==> config.mk <==
export PLATFORM = sky130hd
export DESIGN_NAME = mult_seq_sched
export DESIGN_NICKNAME = d
export VERILOG_FILES = /design/src/rtl/mult_seq_sched.sv
export SDC_FILE = /design/constraint.sdc
export NUM_CORES = 1
export LEC_CHECK = 0
export ABC_AREA = 1
export ABC_CLOCK_PERIOD_IN_PS = 2200
export CAP_MARGIN = 5
export CORE_AREA = 10 10 64 79
export CTS_CLUSTER_SIZE = 8
export DETAILED_ROUTE_END_ITERATION = 8
export DIE_AREA = 0 0 74 89
export PLACE_DENSITY = 0.76
export SLEW_MARGIN = 10
export SYNTH_ARGS = -nofsm -noshare
export SYNTH_HDL_FRONTEND = slang
export SYNTH_SLANG_ARGS = --single-unit
==> constraint.sdc <==
create_clock -name clk -period 2.2 [get_ports clk]
set_input_delay 0.44 -clock clk [delete_from_list [all_inputs] [get_ports clk]]
set_output_delay 0.44 -clock clk [all_outputs]
set_load 0.02 [all_outputs]
==> src/rtl/mult_seq_sched.sv <==
// Two-requester sequential shift-add multiplier: one product per BW-cycle run, arbitrated from IDLE.
// Optional macro MULT_SEQ_RR_EN selects round-robin arbitration; default is fixed priority to requester 0.
module mult_seq_sched #(
    parameter int AW = 4,
    parameter int BW = 3
) (
    input  logic               clk,
    input  logic               rst,
    input  logic               req0,
    input  logic               req1,
    input  logic [AW-1:0]      a0,
    input  logic [AW-1:0]      a1,
    input  logic [BW-1:0]      b0,
    input  logic [BW-1:0]      b1,
    output logic               gnt0,
    output logic               gnt1,
    output logic               busy,
    output logic               done,
    output logic               done_id,
    output logic [AW+BW-1:0]   res
);
    localparam int RW = AW + BW;
    localparam int CW = (BW > 1) ? $clog2(BW) : 1;
    localparam logic [CW-1:0] LAST = CW'(BW - 1);

    typedef enum logic [1:0] {IDLE, RUN, DONE} state_t;

    state_t        state;
    logic [RW-1:0] a_sh;
    logic [BW-1:0] b_sh;
    logic [RW-1:0] acc;
    logic [RW-1:0] acc_next;
    logic [CW-1:0] cnt;
    logic          owner;
    logic          pick1;
    logic          any_req;

    assign any_req = req0 | req1;

`ifdef MULT_SEQ_RR_EN
    // rr_ptr=1 means requester 1 wins the next tie.
    logic rr_ptr;
    assign pick1 = req1 & (~req0 | rr_ptr);
`else
    assign pick1 = req1 & ~req0;
`endif

    // a_sh holds a << cnt and b_sh holds b >> cnt, so bit b[cnt] is always b_sh[0].
    always_comb begin
        acc_next = acc;
        if (b_sh[0]) begin
            acc_next = acc + a_sh;
        end
    end

    always_ff @(posedge clk) begin
        if (rst) begin
            state   <= IDLE;
            a_sh    <= '0;
            b_sh    <= '0;
            acc     <= '0;
            cnt     <= '0;
            owner   <= 1'b0;
            res     <= '0;
            done_id <= 1'b0;
            done    <= 1'b0;
            gnt0    <= 1'b0;
            gnt1    <= 1'b0;
            busy    <= 1'b0;
`ifdef MULT_SEQ_RR_EN
            rr_ptr  <= 1'b0;
`endif
        end else begin
            gnt0 <= 1'b0;
            gnt1 <= 1'b0;
            done <= 1'b0;
            case (state)
                IDLE: begin
                    if (any_req) begin
                        a_sh  <= RW'(pick1 ? a1 : a0);
                        b_sh  <= pick1 ? b1 : b0;
                        acc   <= '0;
                        cnt   <= '0;
                        owner <= pick1;
                        gnt0  <= ~pick1;
                        gnt1  <= pick1;
                        busy  <= 1'b1;
                        state <= RUN;
`ifdef MULT_SEQ_RR_EN
                        rr_ptr <= ~pick1;
`endif
                    end
                end
                RUN: begin
                    acc  <= acc_next;
                    a_sh <= a_sh << 1;
                    b_sh <= b_sh >> 1;
                    cnt  <= cnt + CW'(1);
                    if (cnt == LAST) begin
                        res     <= acc_next;
                        done_id <= owner;
                        done    <= 1'b1;
                        state   <= DONE;
                    end
                end
                DONE: begin
                    busy  <= 1'b0;
                    state <= IDLE;
                end
                default: begin
                    busy  <= 1'b0;
                    state <= IDLE;
                end
            endcase
        end
    end
endmodule

==> run metrics, run 1 <==
area delta synth->final=22.26%; number of synthesized register bits=34; number of max-cap violations=0; die area=about 0.0066 mm²; Final TNS setup=0 ns; Pleak=slightly above 1 nW; CTS resizes=0; cells taking the most area after synthesis=dfxtp_1 38%, nand2_1 14%, inv_1 6.9%, nand3_1 5.3%, ha_1 4.9%; reg-to-reg startpoint=a_sh[0]$_SDFFE_PP0P_; post-synth top area cell=dfxtp_1; # rows=25; fill count=344; area occupied by multi-input gates=932.1 µm²; Worst setup SP type=flip-flop; most common cell after layout, fill and taps aside=nand2_1; Arr. time, crit path=2.09 ns; Slew Limit Fails=0; Worst Hold Path EP=busy$_SDFFE_PP0P_; drt wl/cell=~12 µm; VDD IR-drop max=0.0006341 V; final setup violation count=0; Syn. warnings=0; most frequent cells in the layout=68 x nand2_1, 34 x dfxtp_1, 33 x inv_1; DRC=0; critical path type=flip-flop to flip-flop; ANT nets after route=0; Worst Reg2Reg Path Length in Cells=11; gr usage total=between 10% and 20%; total grt overflow=0; relative slew slack=between 60% and 70%; Max FO, Critical Path=3; Design Power=1.536 mW; area of the mapped netlist=0.001793 mm²; sequential cell area=between 600 and 700 µm²; Synth Instances=247; pwr/cell area=700.7 mW/mm²; Hold Path Depth=2; I/O Pins=30; initial antenna violation count=0; RR Endpoint=acc[4]$_SDFFE_PP0P_; Final min period=1.872 ns; Die Wd=74 µm; Crit. End Element=flip-flop; clock buffer depth=2; RSZ-0062 raised after global routing=no; Final HPWL DP=2.879 mm; Die Ht=between 80 and 90 µm; dpl cells=311; synth unique cells=28; slew at the pin closest to its max-slew limit=0.4682 ns; Reg clk slew, reported paths=0.07 ns; Synth Area per Inst=7.259 µm²; Worst-Skew Late Latency=0.29 ns; final core utilization=59.90%; pin count of the biggest net entering global routing=19; Port Buffers=29; Critical Path RT=2.42 ns; htree depth=2; NumNets Final=304; cts hold-fix bufs=0; Starting Density=just under 50%; final worst slack=0.3276 ns; Hold WC Path Type=flip-flop to flip-flop; first-pass GRT wire length=6.789 mm; initial DRC count=87; diode count=0; core area=0.003660 mm²; layout cells sized above 1=11.47%; CTS tree=built; Post-Syn Nets=roughly 270; top-area cell type share of the netlist area=37.96%; Seq/Total Area, Yosys=37.96%; cts bufs inserted=5; number of global-route vias before repair=1533; Post-Route WL=3.797 mm; Clock Sinks=34; GPL Wtd Cong=approximately 0.86; hold path start=busy$_SDFFE_PP0P_; DR vias/cell=4.975; DR vias=1587; final hold vios=0; Worst Clk Skew=about 0.0041 ns; Final period util=85.11%; FMAX=534.1 MHz; worst reg2reg setup slack=0.33 ns; dpl ws=0.2965 ns; outcome=complete, no violations; clock root cell=clkbuf_8; total setup buffers inserted after CTS=0; post-route insts no fill=319; drt first pass iters=4
[layout make-up]
type                    count  share of cell area [%]
multi-input cells         172                   42.52
flip-flops and latches     34                   31.05
repair buffers             30                   13.58
inverters                  35                   6.221
clock buffers               6                   3.767
well taps                  40                   2.283
clock inverters             2                  0.5708
[cells in the mapped netlist, drive strengths merged]
master and number:
a21oi 18, o21bai 1, o21ai 8, buf 5, a31oi 1, a21o 1, nor2 16, o211ai 8
ha 7, dfxtp 34, inv 34, clkbuf 1, or2 11, o21a 3, fa 1, clkinv 1
o31ai 1, xnor2 1, nand3 20, nand2 75
[state kept, by name, summed over array words and instances (netlist names)]
| register | count |
|---|---|
| done | 1 |
| cnt | 2 |
| owner | 1 |
| gnt0 | 1 |
| res | 7 |
| acc | 7 |
| busy | 1 |
| gnt1 | 1 |
| b_sh | 3 |
| a_sh | 7 |
| done_id | 1 |
| state | 2 |
[routing by layer]
metal  part of all wire, %  track usage [%]
met1                    42            14.31
met2                    52            22.44
met3                   4.1            4.111
met4                   1.8            4.584
met5                     0                0
[worst max path at each step]
| stage | depth (start not counted) | slack, ns | endpoint | startpoint |
|---|---|---|---|---|
| floorplan | 12 | 0.49 | res[4]$_SDFFE_PP0P_ | a_sh[0]$_SDFFE_PP0P_ |
| global placement | 8 | 0.31 | b_sh[0]$_SDFFE_PP0P_ | req0 |
| detailed placement | 8 | 0.30 | a_sh[1]$_SDFFE_PP0P_ | req0 |
| CTS | 11 | 0.31 | acc[4]$_SDFFE_PP0P_ | a_sh[0]$_SDFFE_PP0P_ |
| global route | 11 | 0.09 | acc[4]$_SDFFE_PP0P_ | a_sh[0]$_SDFFE_PP0P_ |
| finish | 11 | 0.33 | acc[4]$_SDFFE_PP0P_ | a_sh[0]$_SDFFE_PP0P_ |
[cells by family (layout without fill, tap and decap cells)]
logic type	count (synthesis)	count (layout)	synth area share (%)
xor+xnor	1	1	0.4886
compound gates	41	41	14.31
flops	34	34	37.96
fa+ha+maj	8	8	6.001
simple gates	122	122	31.19
buf+inv	41	73	10.05
[metrics by stage]
step	cell area, µm²	hold slack (ns)
floorplan	1793	0.4257
global placement	2097	0.4435
detailed placement	2097	0.4539
CTS	2192	0.4687
global route	2192	0.4886
finish	2192	0.4631
[power by group]
part | internal, mW | switching [mW] | total, mW
combinational | 0.142 | 0.213 | 0.355
clock | 0.251 | 0.231 | 0.483
sequential | 0.662 | 0.0363 | 0.698
total | 1.06 | 0.481 | 1.54
[worst max-delay path, stage by stage, from the launching register on]
cell     delay [ns]
dfxtp_1        0.36
ha_1           0.19
inv_1          0.06
fa_1           0.38
inv_1          0.08
nand2_1        0.06
nand2_1        0.08
nand2_1        0.06
or2_1          0.22
nand3_2        0.07
nand3_1        0.08
a21oi_1        0.16
Note: power is estimated with default switching activity, not from simulation.
==> run 2, diff against run 1 <==
--- a/config.mk
+++ b/config.mk
@@ -13,7 +13,7 @@
 export DETAILED_ROUTE_END_ITERATION = 8
 export DIE_AREA = 0 0 74 89
 export PLACE_DENSITY = 0.76
-export SLEW_MARGIN = 10
+export SLEW_MARGIN = 20
 export SYNTH_ARGS = -nofsm -noshare
 export SYNTH_HDL_FRONTEND = slang
 export SYNTH_SLANG_ARGS = --single-unit
==> results of run 2 <==
No change in the layout: final DEF, timing and power equal those of run 1.
==> run 3, diff against run 2 <==
--- a/config.mk
+++ b/config.mk
@@ -6,9 +6,9 @@
 export NUM_CORES = 1
 export LEC_CHECK = 0
 export ABC_AREA = 1
-export ABC_CLOCK_PERIOD_IN_PS = 2200
 export CAP_MARGIN = 5
 export CORE_AREA = 10 10 64 79
+export CTS_BUF_LIST = sky130_fd_sc_hd__clkbuf_16
 export CTS_CLUSTER_SIZE = 8
 export DETAILED_ROUTE_END_ITERATION = 8
 export DIE_AREA = 0 0 74 89
==> run metrics, run 3 (synthesis gave the netlist of run 1 again) <==
outcome=complete, no violations; Worst-Skew Late Latency=0.27 ns (-0.02 ns); Worst Hold Path EP=busy$_SDFFE_PP0P_; reg-to-reg startpoint=a_sh[0]$_SDFFE_PP0P_; total setup buffers inserted after CTS=0 (unchanged); pwr/cell area=766.1 mW/mm² (+9.3%); Hold Path Depth=2 (unchanged); most frequent cells in the layout=68 x nand2_1, 34 x dfxtp_1, 33 x inv_1; drt wl/cell=11.93 µm (+0.24%); clock root cell=clkbuf_16; dpl ws=0.2965 ns (unchanged); ANT nets after route=0 (unchanged); number of global-route vias before repair=1567 (+2.2%); area occupied by multi-input gates=932.1 µm² (unchanged); hold path start=busy$_SDFFE_PP0P_; Critical Path RT=2.40 ns (-0.02 ns); htree depth=2 (unchanged); Max FO, Critical Path=3 (unchanged); Final period util=85.35% (+0.24 points); fill count=334 (-2.9%); Starting Density=48.99% (unchanged); Clock Sinks=34 (unchanged); drt first pass iters=4 (unchanged); relative slew slack=68.93% (+0.18 points); initial DRC count=102 (+17%); switch share=29.01% (-2.3 points); Crit. End Element=flip-flop; diode count=0 (unchanged); Final TNS setup=0 ns (unchanged); most used cell, CP=nand2_1; Arr. time, crit path=2.08 ns (about the same); gr usage total=13.02% (+0.093 points); WL met2=1.945 mm (-1.6%); Final min period=1.878 ns (+0.005305 ns); worst reg2reg setup slack=0.32 ns (about the same); Worst setup SP type=flip-flop; Die Ht=89 µm (unchanged); DP Area=0.002097 mm² (unchanged); final hold vios=0 (unchanged); initial antenna violation count=0 (unchanged); DR vias=1585 (-0.13%); most common cell after layout, fill and taps aside=nand2_1; slew at the pin closest to its max-slew limit=0.4655 ns (-0.002732 ns); number of max-cap violations=0 (unchanged); routed wl met3=148 µm (-3.9%); clock buffer depth=2 (unchanged); area delta synth->final=24.84%; first-pass GRT wire length=6.851 mm (+0.91%); # rows=25 (unchanged); Pint=1.217 mW (+15%); M1 wire length=1.650 mm (+3.3%); cts hold-fix bufs=0 (unchanged); post-route insts no fill=319 (unchanged); design area=0.002238 mm² (+2.1%); FMAX=532.6 MHz (-0.28%); Final HPWL DP=2.879 mm (unchanged); sequential cell area=680.7 µm² (unchanged); RSZ-0062 raised after global routing=no; slowest stage cell, crit path=fa_1; Top Registers=a_sh (7), acc (7), res (7); net switching power figure=0.4976 mW (+3.5%); I/O Pins=30 (unchanged); Clk pwr share=38.5% (+7.1 points); Die Wd=74 µm (unchanged); final setup violation count=0 (unchanged); layout cells sized above 1=11.11% (-0.36 points); NumNets Final=304 (unchanged); DR vias/cell=4.969 (-0.13%); critical path, cell by cell=ha_1, inv_1, fa_1, inv_1, nand2_1, nand2_1, nand2_1, or2_1, nand3_2, nand3_1, a21oi_1; total grt overflow=0 (unchanged); dpl cells=311 (unchanged); Worst Clk Skew=0.003819 ns (-0.0003118 ns); Max Used Layer=met4; CTS resizes=0 (unchanged); Pleak=1.027 nW (+2.0%); Post-Route WL=3.806 mm (+0.24%); Slew Limit Fails=0 (unchanged); final worst slack=0.3223 ns (-0.005305 ns); Gate power share=20.7% (-2.4 points); pin count of the biggest net entering global routing=19 (unchanged); critical path type=flip-flop to flip-flop; Hold WC Path Type=flip-flop to flip-flop; VDD IR-drop max=0.0005715 V (-9.9%); Reg clk slew, reported paths=0.05 ns (-0.02 ns); RR Endpoint=acc[4]$_SDFFE_PP0P_; max incr delay on CP=0.38 ns (about the same); die area=0.006586 mm² (unchanged); register share of total power=40.8% (-4.7 points); cts bufs inserted=5 (unchanged); core area=0.003660 mm² (unchanged); GPL Wtd Cong=0.8578 (unchanged); Worst Reg2Reg Path Length in Cells=11 (unchanged); DRC=0 (unchanged); CTS tree=built; Port Buffers=29 (unchanged)
==> run 3: changes by cell type in the layout (fill, tap and decap cells not counted), sizes merged <==
cell    delta
clkbuf     -1
clkinv     +1
==> run 3: through the flow <==
stage	util, %	hold slack, ns	total power [mW]
6_report	61.16	0.4607	1.715
5_1_grt	61.16	0.4861	1.817
4_1_cts	61.16	0.4662	1.732
3_5_place_dp	57.30	0.4539	1.070
3_3_place_gp	57.30	0.4435	1.065
2_1_floorplan	-	0.4257	0.9785
==> run 3: how the worst max path moves through the flow <==
| stage | start | to | slack, ns | cells after the start |
|---|---|---|---|---|
| 2_1_floorplan | a_sh[0]$_SDFFE_PP0P_ | res[4]$_SDFFE_PP0P_ | 0.49 | 12 |
| 3_3_place_gp | req0 | b_sh[0]$_SDFFE_PP0P_ | 0.31 | 8 |
| 3_5_place_dp | req0 | a_sh[1]$_SDFFE_PP0P_ | 0.30 | 8 |
| 4_1_cts | a_sh[0]$_SDFFE_PP0P_ | acc[4]$_SDFFE_PP0P_ | 0.31 | 11 |
| 5_1_grt | a_sh[0]$_SDFFE_PP0P_ | acc[4]$_SDFFE_PP0P_ | 0.09 | 11 |
| 6_report | a_sh[0]$_SDFFE_PP0P_ | acc[4]$_SDFFE_PP0P_ | 0.32 | 11 |
==> run 3: per-layer routing <==
| metal | vias to the layer above | track usage, % |
|---|---|---|
| met5 | - | 0 |
| met2 | 31 | 22.44 |
| met1 | 701 | 14.52 |
| met4 | 0 | 4.754 |
| met3 | 8 | 4.111 |
| li1 | 845 | - |
==> run 3: area by class of cell <==
type                    instances  area share, %
clock inverters                 3         0.7267
repair buffers                 30          13.30
flip-flops and latches         34          30.41
multi-input cells             172          41.64
inverters                      35          6.093
clock buffers                   5          5.590
well taps                      40          2.236
==> run 3: critical path: cells and delay by family, from the launching register on <==
| family | cells | cell delay [ns] |
|---|---|---|
| fa+ha+maj | 2 | 0.58 |
| simple gates | 6 | 0.57 |
| flops | 1 | 0.35 |
| compound gates | 1 | 0.16 |
| buf+inv | 2 | 0.14 |
==> run 3: power groups by stage <==
stage          Combinational, mW  Sequential [mW]  Clock (mW)
2_1_floorplan              0.266            0.712           0
3_3_place_gp               0.354            0.711           0
3_5_place_dp               0.358            0.712           0
4_1_cts                    0.360            0.699       0.672
5_1_grt                    0.404            0.707       0.705
6_report                   0.355            0.699       0.661
